File: src/rtl/fetch_unit.sv
// Instruction fetch front end: one outstanding imem read, a single held instruction
// for decode, and redirects that can land in any state while discarding stale responses.
module fetch_unit #(
  parameter logic [31:0] RESET_PC = 32'h0000_0000
) (
  input  logic        clk,
  input  logic        rst,
  output logic        imem_req,
  output logic [31:0] imem_addr,
  input  logic        imem_gnt,
  input  logic        imem_rvalid,
  input  logic [31:0] imem_rdata,
  output logic        instr_valid,
  input  logic        instr_ready,
  output logic [31:0] instr,
  output logic [31:0] pc,
  output logic [6:0]  op,
  output logic [2:0]  funct3,
  output logic        funct7,
  input  logic        PCSrc,
  input  logic [31:0] pc_target
);

  localparam logic [31:0] NOP = 32'h0000_0013;

  typedef enum logic [1:0] {FETCH, WAIT, HOLD} state_t;

  state_t      state;
  logic [31:0] pc_reg;
  logic        drop;

  function automatic logic [31:0] word_align(input logic [31:0] a);
    return a & 32'hFFFF_FFFC;
  endfunction

  always_ff @(posedge clk) begin
    if (rst) begin
      state  <= FETCH;
      pc_reg <= word_align(RESET_PC);
      instr  <= NOP;
      drop   <= 1'b0;
    end else begin
      case (state)
        FETCH: begin
          // A response still owed to an abandoned grant may arrive here; it only clears drop.
          if (imem_rvalid) drop <= 1'b0;
          if (PCSrc) begin
            pc_reg <= word_align(pc_target);
            if (imem_gnt) drop <= 1'b1;
          end else if (imem_gnt) begin
            state <= WAIT;
          end
        end
        WAIT: begin
          if (PCSrc) begin
            pc_reg <= word_align(pc_target);
            if (imem_rvalid) begin
              state <= FETCH;
              drop  <= 1'b0;
            end else begin
              drop  <= 1'b1;
            end
          end else if (imem_rvalid) begin
            if (drop) begin
              drop  <= 1'b0;
              state <= FETCH;
            end else begin
              instr <= imem_rdata;
              state <= HOLD;
            end
          end
        end
        HOLD: begin
          // Redirect outranks consumption so the target wins over pc+4.
          if (PCSrc) begin
            pc_reg <= word_align(pc_target);
            state  <= FETCH;
          end else if (instr_ready) begin
            pc_reg <= pc_reg + 32'd4;
            state  <= FETCH;
          end
        end
        default: state <= FETCH;
      endcase
    end
  end

  assign imem_req    = (state == FETCH) && !rst;
  assign imem_addr   = pc_reg;
  assign instr_valid = (state == HOLD) && !rst;
  assign pc          = pc_reg;
  assign op          = instr[6:0];
  assign funct3      = instr[14:12];
  assign funct7      = instr[30];

endmodule

File: config.mk
export PLATFORM = sky130hd
export DESIGN_NAME = fetch_unit
export DESIGN_NICKNAME = d
export VERILOG_FILES = /design/src/rtl/fetch_unit.sv
export SDC_FILE = /design/constraint.sdc
export NUM_CORES = 1
export LEC_CHECK = 0
export CAP_MARGIN = 10
export CORE_MARGIN = 3
export CORE_UTILIZATION = 42
export CTS_CLUSTER_DIAMETER = 200
export CTS_CLUSTER_SIZE = 20
export DETAILED_ROUTE_END_ITERATION = 10
export PLACE_DENSITY = 0.93
export SLEW_MARGIN = 20
export SYNTH_ARGS = -nofsm -noshare
export SYNTH_HDL_FRONTEND = slang
export SYNTH_SLANG_ARGS = --single-unit
File: constraint.sdc
create_clock -name clk -period 2.5 [get_ports clk]
set_clock_uncertainty 0.15 [all_clocks]
set_input_delay 0.5 -clock clk [delete_from_list [all_inputs] [get_ports clk]]
set_output_delay 0.5 -clock clk [all_outputs]
set_load 0.05 [all_outputs]
==> out/summary.json, run 1 <==
{
  "ys_types": {"value": 68},
  "globalplace.congestion": {"value": 0.918},
  "detail_route.drc_violations": {"value": 0},
  "port_buffers": {"value": 172},
  "worstHoldEndpoint": {"value": "instr[21]"},
  "fin_area": {"value": 0.00568, "unit": "sq mm"},
  "endpoint_kind": {"value": "output port"},
  "grt_antenna_before_repair": {"value": 1},
  "reg2regPathDepth": {"value": 4},
  "finalNetCount": {"value": 699},
  "clk_pin_slew": {"value": 80, "unit": "ps"},
  "max-cap-violations": {"value": 0},
  "first_iter_violations": {"value": 350},
  "tritoncts": {"value": "yes"},
  "fmax": {"value": 413, "unit": "MHz"},
  "number_of_placement_rows": {"value": 33},
  "track_usage": {"value": 24.5, "unit": "%"},
  "reg2reg_to": {"value": "imem_addr[25]"},
  "ctsRootBufferMaster": {"value": "sky130_fd_sc_hd__clkbuf_8"},
  "detailedPlacementHpwl": {"value": 9390, "unit": "microns"},
  "hold_class": {"value": "reg2reg"},
  "synthesis.instances": {"value": 495},
  "whs_path_depth": {"value": 2},
  "drt_first_pass_iters": {"value": 5},
  "slew_headroom": {"value": 58.7, "unit": "%"},
  "grtUsageMet2": {"value": 40.9, "unit": "%"},
  "yosys-top-cells-area": {"value": "sky130_fd_sc_hd__dfxtp_1 (34%), sky130_fd_sc_hd__nand2_1 (9.1%), sky130_fd_sc_hd__buf_4 (8.9%)"},
  "number_of_global_route_vias_before_repair": {"value": 4087},
  "synth_top_area_cell": {"value": "sky130_fd_sc_hd__dfxtp_1"},
  "dominantRegCellSynth": {"value": "sky130_fd_sc_hd__dfxtp_1"},
  "starting_density_of_the_core": {"value": 44.7, "unit": "%"},
  "power_density": {"value": 506, "unit": "mW/mm^2"},
  "worst_pin_slew": {"value": 617, "unit": "ps"},
  "grt_max_degree": {"value": 33},
  "syn-cell-area": {"value": 0.00378, "unit": "sq mm"},
  "timing.final.hold_violations": {"value": 0},
  "period_share": {"value": 96.9, "unit": "%"},
  "critical_path_buf_inv_count": {"value": 1},
  "timing.critical_path.slowest_stage_cell": {"value": "sky130_fd_sc_hd__clkdlybuf4s50_1"},
  "setup.worst_path.class": {"value": "reg2out"},
  "final_layout_size_suffix_gt1_share": {"value": 10.7, "unit": "%"},
  "place_ws": {"value": 17.1, "unit": "ps"},
  "syn_area_per_cell": {"value": 7.64, "unit": "sq um"},
  "synthToLayoutAreaGrowth": {"value": 50.1, "unit": "%"},
  "synth.yosys.warnings": {"value": 0},
  "crit_required": {"value": 1850, "unit": "ps"},
  "core-area": {"value": 0.00846, "unit": "sq mm"},
  "route.final.wire_length": {"value": 12900, "unit": "microns"},
  "cts_post_setup_buffers_inserted": {"value": 0},
  "met1_usage": {"value": 30.8, "unit": "%"},
  "worstSetupStartpoint": {"value": "imem_addr[22]"},
  "r2r_slack": {"value": 250, "unit": "ps"},
  "critical_path.reg2reg.startpoint": {"value": "imem_addr[10]"},
  "sum_neg_setup_slack": {"value": 0, "unit": "ps"},
  "grt_pass1_wl": {"value": 20000, "unit": "microns"},
  "final_period_minus_worst_setup_slack": {"value": 2420, "unit": "ps"},
  "dpl-instance-area": {"value": 0.00545, "unit": "sq mm"},
  "proportion_of_synthesized_flip_flops_having_asynchronous_set_or_reset": {"value": 0, "unit": "%"},
  "globalRoute.totalOverflow": {"value": 0},
  "leakage": {"value": 0.00199, "unit": "uW"},
  "worstPathMaxFanout": {"value": 9},
  "worst_path_dominant_cell_family": {"value": "buffers and inverters"},
  "grt-busiest-layer": {"value": "met2"},
  "cts.repair.resized": {"value": 0},
  "cts.sink_count": {"value": 65},
  "fp.dieArea": {"value": 0.0102, "unit": "sq mm"},
  "cp_slowest_stage_delay": {"value": 880, "unit": "ps"},
  "antenna_left": {"value": 0},
  "cts_max_level": {"value": 3},
  "cts_hold_buf": {"value": 0},
  "chipWidth": {"value": 101, "unit": "microns"},
  "die-height": {"value": 101, "unit": "microns"},
  "ys_seq_elements": {"value": 65},
  "post_synth_edffs": {"value": 0},
  "setup_violations": {"value": 0},
  "yosys.area.top_type_share": {"value": 34.4, "unit": "%"},
  "worstSkewPairLatency": {"value": 350, "unit": "ps"},
  "ir_drop": {"value": 0.000304, "unit": "V"},
  "grt_setup_unrepaired": {"value": "no"},
  "slew_violations": {"value": 0},
  "cts_buffers": {"value": 9},
  "vias_per_cell": {"value": 5.84},
  "outcome": {"value": "complete, no violations"},
  "wire_per_inst": {"value": 17.5, "unit": "microns"},
  "worstPathArrival": {"value": 1770, "unit": "ps"},
  "part_of_the_yosys_area_used_for_sequential_elements": {"value": 34.4, "unit": "%"},
  "io_pins": {"value": 179},
  "crit_path_cell_trace": {"value": "clkdlybuf4s50_1"},
  "startpoint_type": {"value": "flop"},
  "groute.layer.met3.usage": {"value": 4.78, "unit": "%"},
  "post-route-worst-setup-slack": {"value": 77.6, "unit": "ps"},
  "vias": {"value": 4319},
  "hold_start": {"value": "instr[21]"},
  "clock_path_buffers": {"value": 2}
}
-- kinds of logic (layout without fill, tap and decap cells) --
family | after synthesis | count (layout) | share of synthesized area [%]
flip-flops | 65 | 65 | 34.4
multiplexers | 7 | 7 | 1.92
AND/OR/NAND/NOR | 208 | 208 | 28.3
AO/OA/AOI/OAI | 127 | 127 | 21.8
adder cells (fa/ha/maj) | 1 | 1 | 0.331
other | 1 | 5 | 0.0991
buffers and inverters | 86 | 221 | 13.2
-- cells in the final DEF (no fill, tap or decap), types with 3 or more instances in the layout --
master and count:
sky130_fd_sc_hd__a311oi_1 3, sky130_fd_sc_hd__dfxtp_1 65, sky130_fd_sc_hd__o221ai_1 4, sky130_fd_sc_hd__a21o_1 4
sky130_fd_sc_hd__and4_1 7, sky130_fd_sc_hd__nor3_1 9, sky130_fd_sc_hd__o21ai_0 21, sky130_fd_sc_hd__a22oi_1 4
sky130_fd_sc_hd__nand2_1 92, sky130_fd_sc_hd__inv_1 4, sky130_fd_sc_hd__conb_1 4, sky130_fd_sc_hd__and3_1 5
sky130_fd_sc_hd__clkbuf_8 10, sky130_fd_sc_hd__or3_1 3, sky130_fd_sc_hd__a41oi_1 3, sky130_fd_sc_hd__buf_4 25
sky130_fd_sc_hd__o311ai_0 4, sky130_fd_sc_hd__nand3_1 21, sky130_fd_sc_hd__nand4_1 8, sky130_fd_sc_hd__nor2_1 19
sky130_fd_sc_hd__nor4_1 11, sky130_fd_sc_hd__and2_0 6, sky130_fd_sc_hd__buf_12 5, sky130_fd_sc_hd__and2_1 3
sky130_fd_sc_hd__a211oi_1 4, sky130_fd_sc_hd__a31o_2 3, sky130_fd_sc_hd__o211ai_1 4, sky130_fd_sc_hd__a21oi_1 50
sky130_fd_sc_hd__clkdlybuf4s50_1 169, sky130_fd_sc_hd__mux2i_1 5
-- per-layer routing --
metal | vias to the layer above | routed length (microns)
li1 | 2010 | -
met1 | 2001 | 5050
met3 | 40 | 1120
met4 | 0 | 370
met5 | - | 0
met2 | 268 | 6360
-- stage by stage --
| step | hold slack, ps | utilization [%] | power, uW | cells |
|---|---|---|---|---|
| floorplan | 394 | - | 1590 | 498 |
| global placement | 290 | 64.4 | 1840 | 722 |
| detailed placement | 299 | 64.4 | 1850 | 722 |
| CTS | 294 | 67.1 | 2890 | 738 |
| global route | 319 | 67.1 | 2980 | 739 |
| finish | 311 | 67.1 | 2880 | 739 |
-- final cells by class --
| class | instances | area [sq um] |
|---|---|---|
| Inverter | 5 | 18.8 |
| Antenna cell | 1 | 2.50 |
| Clock buffer | 10 | 138 |
| Timing Repair Buffer | 200 | 1980 |
| Clock inverter | 6 | 90.1 |
| Multi-Input combinational cell | 347 | 2010 |
| Fill cell | 681 | 2790 |
| Sequential cell | 65 | 1300 |
| Tap cell | 105 | 131 |
-- power breakdown --
group,internal (uW),switching (uW),total (uW)
logic,282,414,696
clock network,592,447,1040
registers,1070,66.3,1140
total,1950,927,2880
-- state kept, by name, summed over array words and instances, names as in the netlist --
register   count
imem_addr     30
drop           1
instr         32
state          2
-- synth_stat cells (3+ instances only) --
master	instances
sky130_fd_sc_hd__a211oi_1	4
sky130_fd_sc_hd__a21o_1	4
sky130_fd_sc_hd__a21oi_1	50
sky130_fd_sc_hd__a22oi_1	4
sky130_fd_sc_hd__a311oi_1	3
sky130_fd_sc_hd__a31o_2	3
sky130_fd_sc_hd__a41oi_1	3
sky130_fd_sc_hd__and2_0	6
sky130_fd_sc_hd__and2_1	3
sky130_fd_sc_hd__and3_1	5
sky130_fd_sc_hd__and4_1	7
sky130_fd_sc_hd__buf_4	45
sky130_fd_sc_hd__clkbuf_1	34
sky130_fd_sc_hd__dfxtp_1	65
sky130_fd_sc_hd__inv_1	4
sky130_fd_sc_hd__mux2i_1	5
sky130_fd_sc_hd__nand2_1	92
sky130_fd_sc_hd__nand3_1	21
sky130_fd_sc_hd__nand4_1	8
sky130_fd_sc_hd__nor2_1	19
sky130_fd_sc_hd__nor3_1	10
sky130_fd_sc_hd__nor3b_1	3
sky130_fd_sc_hd__nor4_1	11
sky130_fd_sc_hd__o211ai_1	4
sky130_fd_sc_hd__o21ai_0	21
sky130_fd_sc_hd__o221ai_1	4
sky130_fd_sc_hd__o311ai_0	4
sky130_fd_sc_hd__or3_1	3
-- worst max path at each step --
| stage | endpoint | slack (ps) | cells after the start |
|---|---|---|---|
| after floorplan | imem_addr[25] | 60 | 5 |
| after global placement | imem_addr[11] | 60 | 5 |
| after detailed placement | imem_addr[11] | 20 | 5 |
| after CTS | pc[22] | 90 | 1 |
| after global routing | pc[22] | 30 | 1 |
| final | pc[22] | 80 | 1 |
No activity file was read; power rests on OpenSTA's default activity.
==> run 2, diff against run 1 <==
--- a/config.mk
+++ b/config.mk
@@ -12,6 +12,7 @@
 export CTS_CLUSTER_SIZE = 20
 export DETAILED_ROUTE_END_ITERATION = 10
 export PLACE_DENSITY = 0.93
+export RECOVER_POWER = 100
 export SLEW_MARGIN = 20
 export SYNTH_ARGS = -nofsm -noshare
 export SYNTH_HDL_FRONTEND = slang
==> out/summary.json, run 2 (synthesis results as in run 1) <==
{
  "finalNetCount": {"value": 699},
  "crit_path_cell_trace": {"value": "clkdlybuf4s50_1"},
  "vias_per_cell": {"value": 5.80},
  "vias": {"value": 4286},
  "final_period_minus_worst_setup_slack": {"value": 2420, "unit": "ps"},
  "cts.repair.resized": {"value": 0},
  "tritoncts": {"value": "yes"},
  "fp.dieArea": {"value": 0.0102, "unit": "sq mm"},
  "globalRoute.totalOverflow": {"value": 0},
  "final.fill_count": {"value": 698},
  "core-area": {"value": 0.00846, "unit": "sq mm"},
  "number_of_global_route_vias_before_repair": {"value": 4087},
  "ir_drop": {"value": 0.000302, "unit": "V"},
  "grt_antenna_before_repair": {"value": 1},
  "final_layout_size_suffix_gt1_share": {"value": 9.16, "unit": "%"},
  "endpoint_kind": {"value": "output port"},
  "period_share": {"value": 96.8, "unit": "%"},
  "sum_neg_setup_slack": {"value": 0, "unit": "ps"},
  "holdWs": {"value": 287, "unit": "ps"},
  "cts_post_setup_buffers_inserted": {"value": 0},
  "ctsRootBufferMaster": {"value": "sky130_fd_sc_hd__clkbuf_8"},
  "cts_buffers": {"value": 9},
  "worstPathArrival": {"value": 1770, "unit": "ps"},
  "antenna_left": {"value": 0},
  "crit_required": {"value": 1850, "unit": "ps"},
  "setup.worst_path.class": {"value": "reg2out"},
  "timing.critical_path.slowest_stage_cell": {"value": "sky130_fd_sc_hd__clkdlybuf4s50_1"},
  "most_frequent_standard_cell_in_the_layout_excluding_fill_and_tap_cells": {"value": "sky130_fd_sc_hd__dlygate4sd3_1"},
  "outcome": {"value": "complete, no violations"},
  "worst_path_dominant_cell_family": {"value": "buffers and inverters"},
  "chipWidth": {"value": 101, "unit": "microns"},
  "drt_first_pass_iters": {"value": 5},
  "worstPathMaxFanout": {"value": 9},
  "wire_per_inst": {"value": 17.5, "unit": "microns"},
  "worst_pin_slew": {"value": 776, "unit": "ps"},
  "globalplace.congestion": {"value": 0.918},
  "max-cap-violations": {"value": 0},
  "slew_headroom": {"value": 47.5, "unit": "%"},
  "slew_violations": {"value": 0},
  "grt_pass1_wl": {"value": 20000, "unit": "microns"},
  "largest_reg_flops": {"value": 32},
  "synthToLayoutAreaGrowth": {"value": 48.4, "unit": "%"},
  "fmax": {"value": 413, "unit": "MHz"},
  "hold_class": {"value": "in2reg"},
  "leakage": {"value": 0.00218, "unit": "uW"},
  "first_iter_violations": {"value": 399},
  "cp_slowest_stage_delay": {"value": 880, "unit": "ps"},
  "route.final.wire_length": {"value": 13000, "unit": "microns"},
  "cts_hold_buf": {"value": 0},
  "track_usage": {"value": 24.5, "unit": "%"},
  "clk_pin_slew": {"value": 80, "unit": "ps"},
  "die-height": {"value": 101, "unit": "microns"},
  "port_buffers": {"value": 172},
  "detailedPlacementHpwl": {"value": 9390, "unit": "microns"},
  "max_flop_register": {"value": "instr"},
  "worstSkewPairLatency": {"value": 350, "unit": "ps"},
  "starting_density_of_the_core": {"value": 44.7, "unit": "%"},
  "critical_path_buf_inv_count": {"value": 1},
  "cts_max_level": {"value": 3},
  "timing.final.hold_violations": {"value": 0},
  "io_pins": {"value": 179},
  "grt_max_degree": {"value": 33},
  "number_of_placement_rows": {"value": 33},
  "final_cell_mix": {"value": "sky130_fd_sc_hd__dlygate4sd3_1 (93), sky130_fd_sc_hd__nand2_1 (92), sky130_fd_sc_hd__clkdlybuf4s50_1 (76)"},
  "clock_path_buffers": {"value": 2},
  "cts.sink_count": {"value": 65},
  "setup_violations": {"value": 0},
  "power_density": {"value": 507, "unit": "mW/mm^2"},
  "detail_route.drc_violations": {"value": 0},
  "startpoint_type": {"value": "flop"},
  "grt_setup_unrepaired": {"value": "no"}
}
[run 2: changes by cell type in the layout (fill, tap and decap cells not counted), moves of 2 or more]
cell,change
sky130_fd_sc_hd__clkdlybuf4s50_1,-93
sky130_fd_sc_hd__dlygate4sd3_1,+93
sky130_fd_sc_hd__buf_4,-7
sky130_fd_sc_hd__clkbuf_1,+6
sky130_fd_sc_hd__and2_0,+2
sky130_fd_sc_hd__and2_1,-2
[run 2: layer usage]
layer	global-route usage, %	up-vias	part of all wire, %
met3	4.78	39	8.7
li1	-	2010	-
met1	30.8	1979	39
met4	10.2	0	2.7
met5	0	-	0
met2	40.9	258	49
[run 2: cell type report]
class | instances | area (sq um) | share of cell area [%]
well taps | 105 | 131 | 2.34
diodes | 1 | 2.50 | 0.0446
flip-flops and latches | 65 | 1300 | 23.2
multi-input cells | 347 | 1970 | 35.1
clock buffers | 10 | 138 | 2.45
repair buffers | 200 | 1960 | 34.9
inverters | 5 | 18.8 | 0.334
clock inverters | 6 | 90.1 | 1.60
[run 2: path summary, 6_finish.rpt]
path | from | endpoint | slack (ps) | depth (start not counted)
setup / recovery | imem_addr[22] | pc[22] | 80 | 1
hold reg to reg | instr[16] | instr[16] | 310 | 2
setup reg to reg | imem_addr[10] | imem_addr[25] | 110 | 4
hold / removal | rst | instr[9] | 290 | 2
[run 2: power by group]
group | internal [uW] | total [uW] | switching (uW)
combinational | 257 | 671 | 414
sequential | 1070 | 1140 | 60.8
clock | 592 | 1040 | 448
[run 2: stage by stage]
step	cells	total power (uW)	utilization (%)	worst slack (ps)	cell area, sq um
after floorplan	498	1590	-	55.8	3800
after global placement	722	1840	64.4	58.0	5450
after detailed placement	722	1850	64.4	17.1	5450
after CTS	738	2890	67.1	86.6	5680
after global routing	739	2950	66.3	29.9	5610
final	739	2850	66.3	80.3	5610
==> run 3, diff against run 2 <==
--- a/config.mk
+++ b/config.mk
@@ -7,11 +7,11 @@
 export LEC_CHECK = 0
 export CAP_MARGIN = 10
 export CORE_MARGIN = 3
-export CORE_UTILIZATION = 42
+export CORE_UTILIZATION = 35
 export CTS_CLUSTER_DIAMETER = 200
 export CTS_CLUSTER_SIZE = 20
 export DETAILED_ROUTE_END_ITERATION = 10
-export PLACE_DENSITY = 0.93
+export PLACE_DENSITY = 0.81
 export RECOVER_POWER = 100
 export SLEW_MARGIN = 20
 export SYNTH_ARGS = -nofsm -noshare
==> out/summary.json, run 3 (synthesis results as in run 1) <==
{
  "critical_path.reg2reg.startpoint": {"value": "imem_addr[10]"},
  "number_of_placement_rows": {"value": 37},
  "globalRoute.totalOverflow": {"value": 0},
  "chipWidth": {"value": 110, "unit": "microns"},
  "grt_pass1_wl": {"value": 18900, "unit": "microns"},
  "share_comb_of_total_power": {"value": 24.0, "unit": "%"},
  "detailedPlacementHpwl": {"value": 9090, "unit": "microns"},
  "port_buffers": {"value": 172},
  "starting_density_of_the_core": {"value": 36.3, "unit": "%"},
  "period_share": {"value": 96.9, "unit": "%"},
  "worstPathArrival": {"value": 1770, "unit": "ps"},
  "fp.dieArea": {"value": 0.0121, "unit": "sq mm"},
  "cts_buffers": {"value": 9},
  "worstSkewPairLatency": {"value": 350, "unit": "ps"},
  "reg2regPathDepth": {"value": 4},
  "hold_class": {"value": "reg2reg"},
  "max-cap-violations": {"value": 0},
  "power_density": {"value": 492, "unit": "mW/mm^2"},
  "cts_max_level": {"value": 3},
  "cts.sink_count": {"value": 65},
  "fmax": {"value": 413, "unit": "MHz"},
  "post-place-cells": {"value": 751},
  "die-height": {"value": 110, "unit": "microns"},
  "route.final.wire_length": {"value": 12200, "unit": "microns"},
  "grt_max_degree": {"value": 34},
  "endpoint_kind": {"value": "output port"},
  "fin_total_pwr": {"value": 2770, "unit": "uW"},
  "clk_pin_slew": {"value": 70, "unit": "ps"},
  "wire_per_inst": {"value": 15.9, "unit": "microns"},
  "vias": {"value": 4206},
  "worst-path-stages": {"value": 2},
  "sequentialPowerShare": {"value": 41.1, "unit": "%"},
  "cts_hold_buf": {"value": 0},
  "worstSetupStartpoint": {"value": "imem_addr[14]"},
  "crit_end": {"value": "imem_addr[14]"},
  "antenna_left": {"value": 0},
  "track_usage": {"value": 19.5, "unit": "%"},
  "setup.worst_path.class": {"value": "reg2out"},
  "slew_headroom": {"value": 58.3, "unit": "%"},
  "crit_path_cell_trace": {"value": "buf_4 -> dlygate4sd3_1"},
  "synthToLayoutAreaGrowth": {"value": 48.6, "unit": "%"},
  "r2r_slack": {"value": 150, "unit": "ps"},
  "switchingPower": {"value": 895, "unit": "uW"},
  "io_pins": {"value": 179},
  "startpoint_type": {"value": "flop"},
  "timing.critical_path.slowest_stage_cell": {"value": "sky130_fd_sc_hd__dlygate4sd3_1"},
  "intPower": {"value": 1870, "unit": "uW"},
  "final_layout_size_suffix_gt1_share": {"value": 9.35, "unit": "%"},
  "detail_route.drc_violations": {"value": 0},
  "setup_violations": {"value": 0},
  "ir_drop": {"value": 0.000230, "unit": "V"},
  "leakage": {"value": 0.00216, "unit": "uW"},
  "crit_required": {"value": 1850, "unit": "ps"},
  "grt_setup_unrepaired": {"value": "no"},
  "finalNetCount": {"value": 697},
  "timing.final.hold_violations": {"value": 0},
  "cts.repair.resized": {"value": 0},
  "globalplace.congestion": {"value": 0.895},
  "number_of_global_route_vias_before_repair": {"value": 3845},
  "tritoncts": {"value": "yes"},
  "fraction_of_power_consumed_by_the_clock_network": {"value": 34.9, "unit": "%"},
  "final_cell_mix": {"value": "sky130_fd_sc_hd__nand2_1 (92), sky130_fd_sc_hd__dlygate4sd3_1 (91), sky130_fd_sc_hd__clkdlybuf4s50_1 (77)"},
  "final_cells": {"value": 767},
  "final_period_minus_worst_setup_slack": {"value": 2420, "unit": "ps"},
  "outcome": {"value": "complete, no violations"},
  "largest_reg_flops": {"value": 32},
  "antenna_cells": {"value": 0},
  "clock_path_buffers": {"value": 2},
  "switching_share": {"value": 32.3, "unit": "%"},
  "worstPathMaxFanout": {"value": 5},
  "most_frequent_standard_cell_in_the_layout_excluding_fill_and_tap_cells": {"value": "sky130_fd_sc_hd__nand2_1"},
  "ctsRootBufferMaster": {"value": "sky130_fd_sc_hd__clkbuf_8"},
  "max_flop_register": {"value": "instr"},
  "worst_pin_slew": {"value": 628, "unit": "ps"},
  "first_iter_violations": {"value": 295},
  "slew_violations": {"value": 0},
  "cp_slowest_stage_delay": {"value": 870, "unit": "ps"},
  "cts_post_setup_buffers_inserted": {"value": 0},
  "sum_neg_setup_slack": {"value": 0, "unit": "ps"},
  "core-area": {"value": 0.0104, "unit": "sq mm"},
  "grt_antenna_before_repair": {"value": 0},
  "reg2reg_to": {"value": "imem_addr[25]"},
  "worst_path_dominant_cell_family": {"value": "buffers and inverters"},
  "critical_path_buf_inv_count": {"value": 2},
  "vias_per_cell": {"value": 5.48},
  "drt_first_pass_iters": {"value": 5}
}
## run 3: cell types whose count changed in the layout (fill, tap and decap cells not counted), moves of 2 or more
| cell | change |
|---|---|
| sky130_fd_sc_hd__clkbuf_8 | +2 |
| sky130_fd_sc_hd__and2_1 | +2 |
| sky130_fd_sc_hd__dlygate4sd3_1 | -2 |
| sky130_fd_sc_hd__clkbuf_2 | +2 |
| sky130_fd_sc_hd__and2_0 | -2 |
| sky130_fd_sc_hd__buf_4 | -3 |
## run 3: worst register-to-register path, cell delays in order, from the launching register on
cell and delay [ps]:
sky130_fd_sc_hd__dfxtp_1 460, sky130_fd_sc_hd__nand4_1 320, sky130_fd_sc_hd__or4_4 640, sky130_fd_sc_hd__or2_0 300
sky130_fd_sc_hd__a2111oi_1 370
## run 3: layout make-up
type / count / area, sq um
fill: 986 / 4790
sequential: 65 / 1300
inverter: 5 / 18.8
clock inverter: 4 / 50.0
clock buffer: 12 / 165
tap: 136 / 170
multi-input combinational: 347 / 1990
timing repair buffer: 198 / 1920
## run 3: worst min path at each step
stage / from / end / slack (ps) / depth (start not counted)
after global routing: instr[29] / instr[29] / 330 / 2
after floorplan: drop / drop / 390 / 3
after detailed placement: instr[24] / instr[24] / 300 / 2
after CTS: instr[20] / instr[20] / 310 / 2
after global placement: instr[17] / instr[17] / 290 / 2
final: instr[24] / instr[24] / 300 / 2
## run 3: power by group through the flow
stage	sequential [uW]	clock, uW	combinational (uW)
after detailed placement	1160	0	691
after global placement	1160	0	686
after global routing	1150	1040	698
after CTS	1140	982	693
after floorplan	1270	0	316
final	1140	967	664
## run 3: metal layers
| layer | GRT usage [%] | part of all wire, % | vias up |
|---|---|---|---|
| li1 | - | - | 2006 |
| met1 | 25.4 | 42 | 1983 |
| met2 | 31.7 | 49 | 197 |
| met3 | 5.13 | 8.5 | 20 |
| met4 | 5.43 | 1.4 | 0 |
| met5 | 0 | 0 | - |
## run 3: per-stage QoR
stage | area [sq um] | util [%] | hold WS (ps) | setup slack [ps]
after floorplan | 3800 | - | 394 | 55.8
after global placement | 5470 | 52.5 | 292 | 43.5
after detailed placement | 5470 | 52.5 | 300 | 33.1
after CTS | 5690 | 54.6 | 310 | 75.3
after global routing | 5620 | 54.0 | 329 | 15.6
final | 5620 | 54.0 | 302 | 76.9
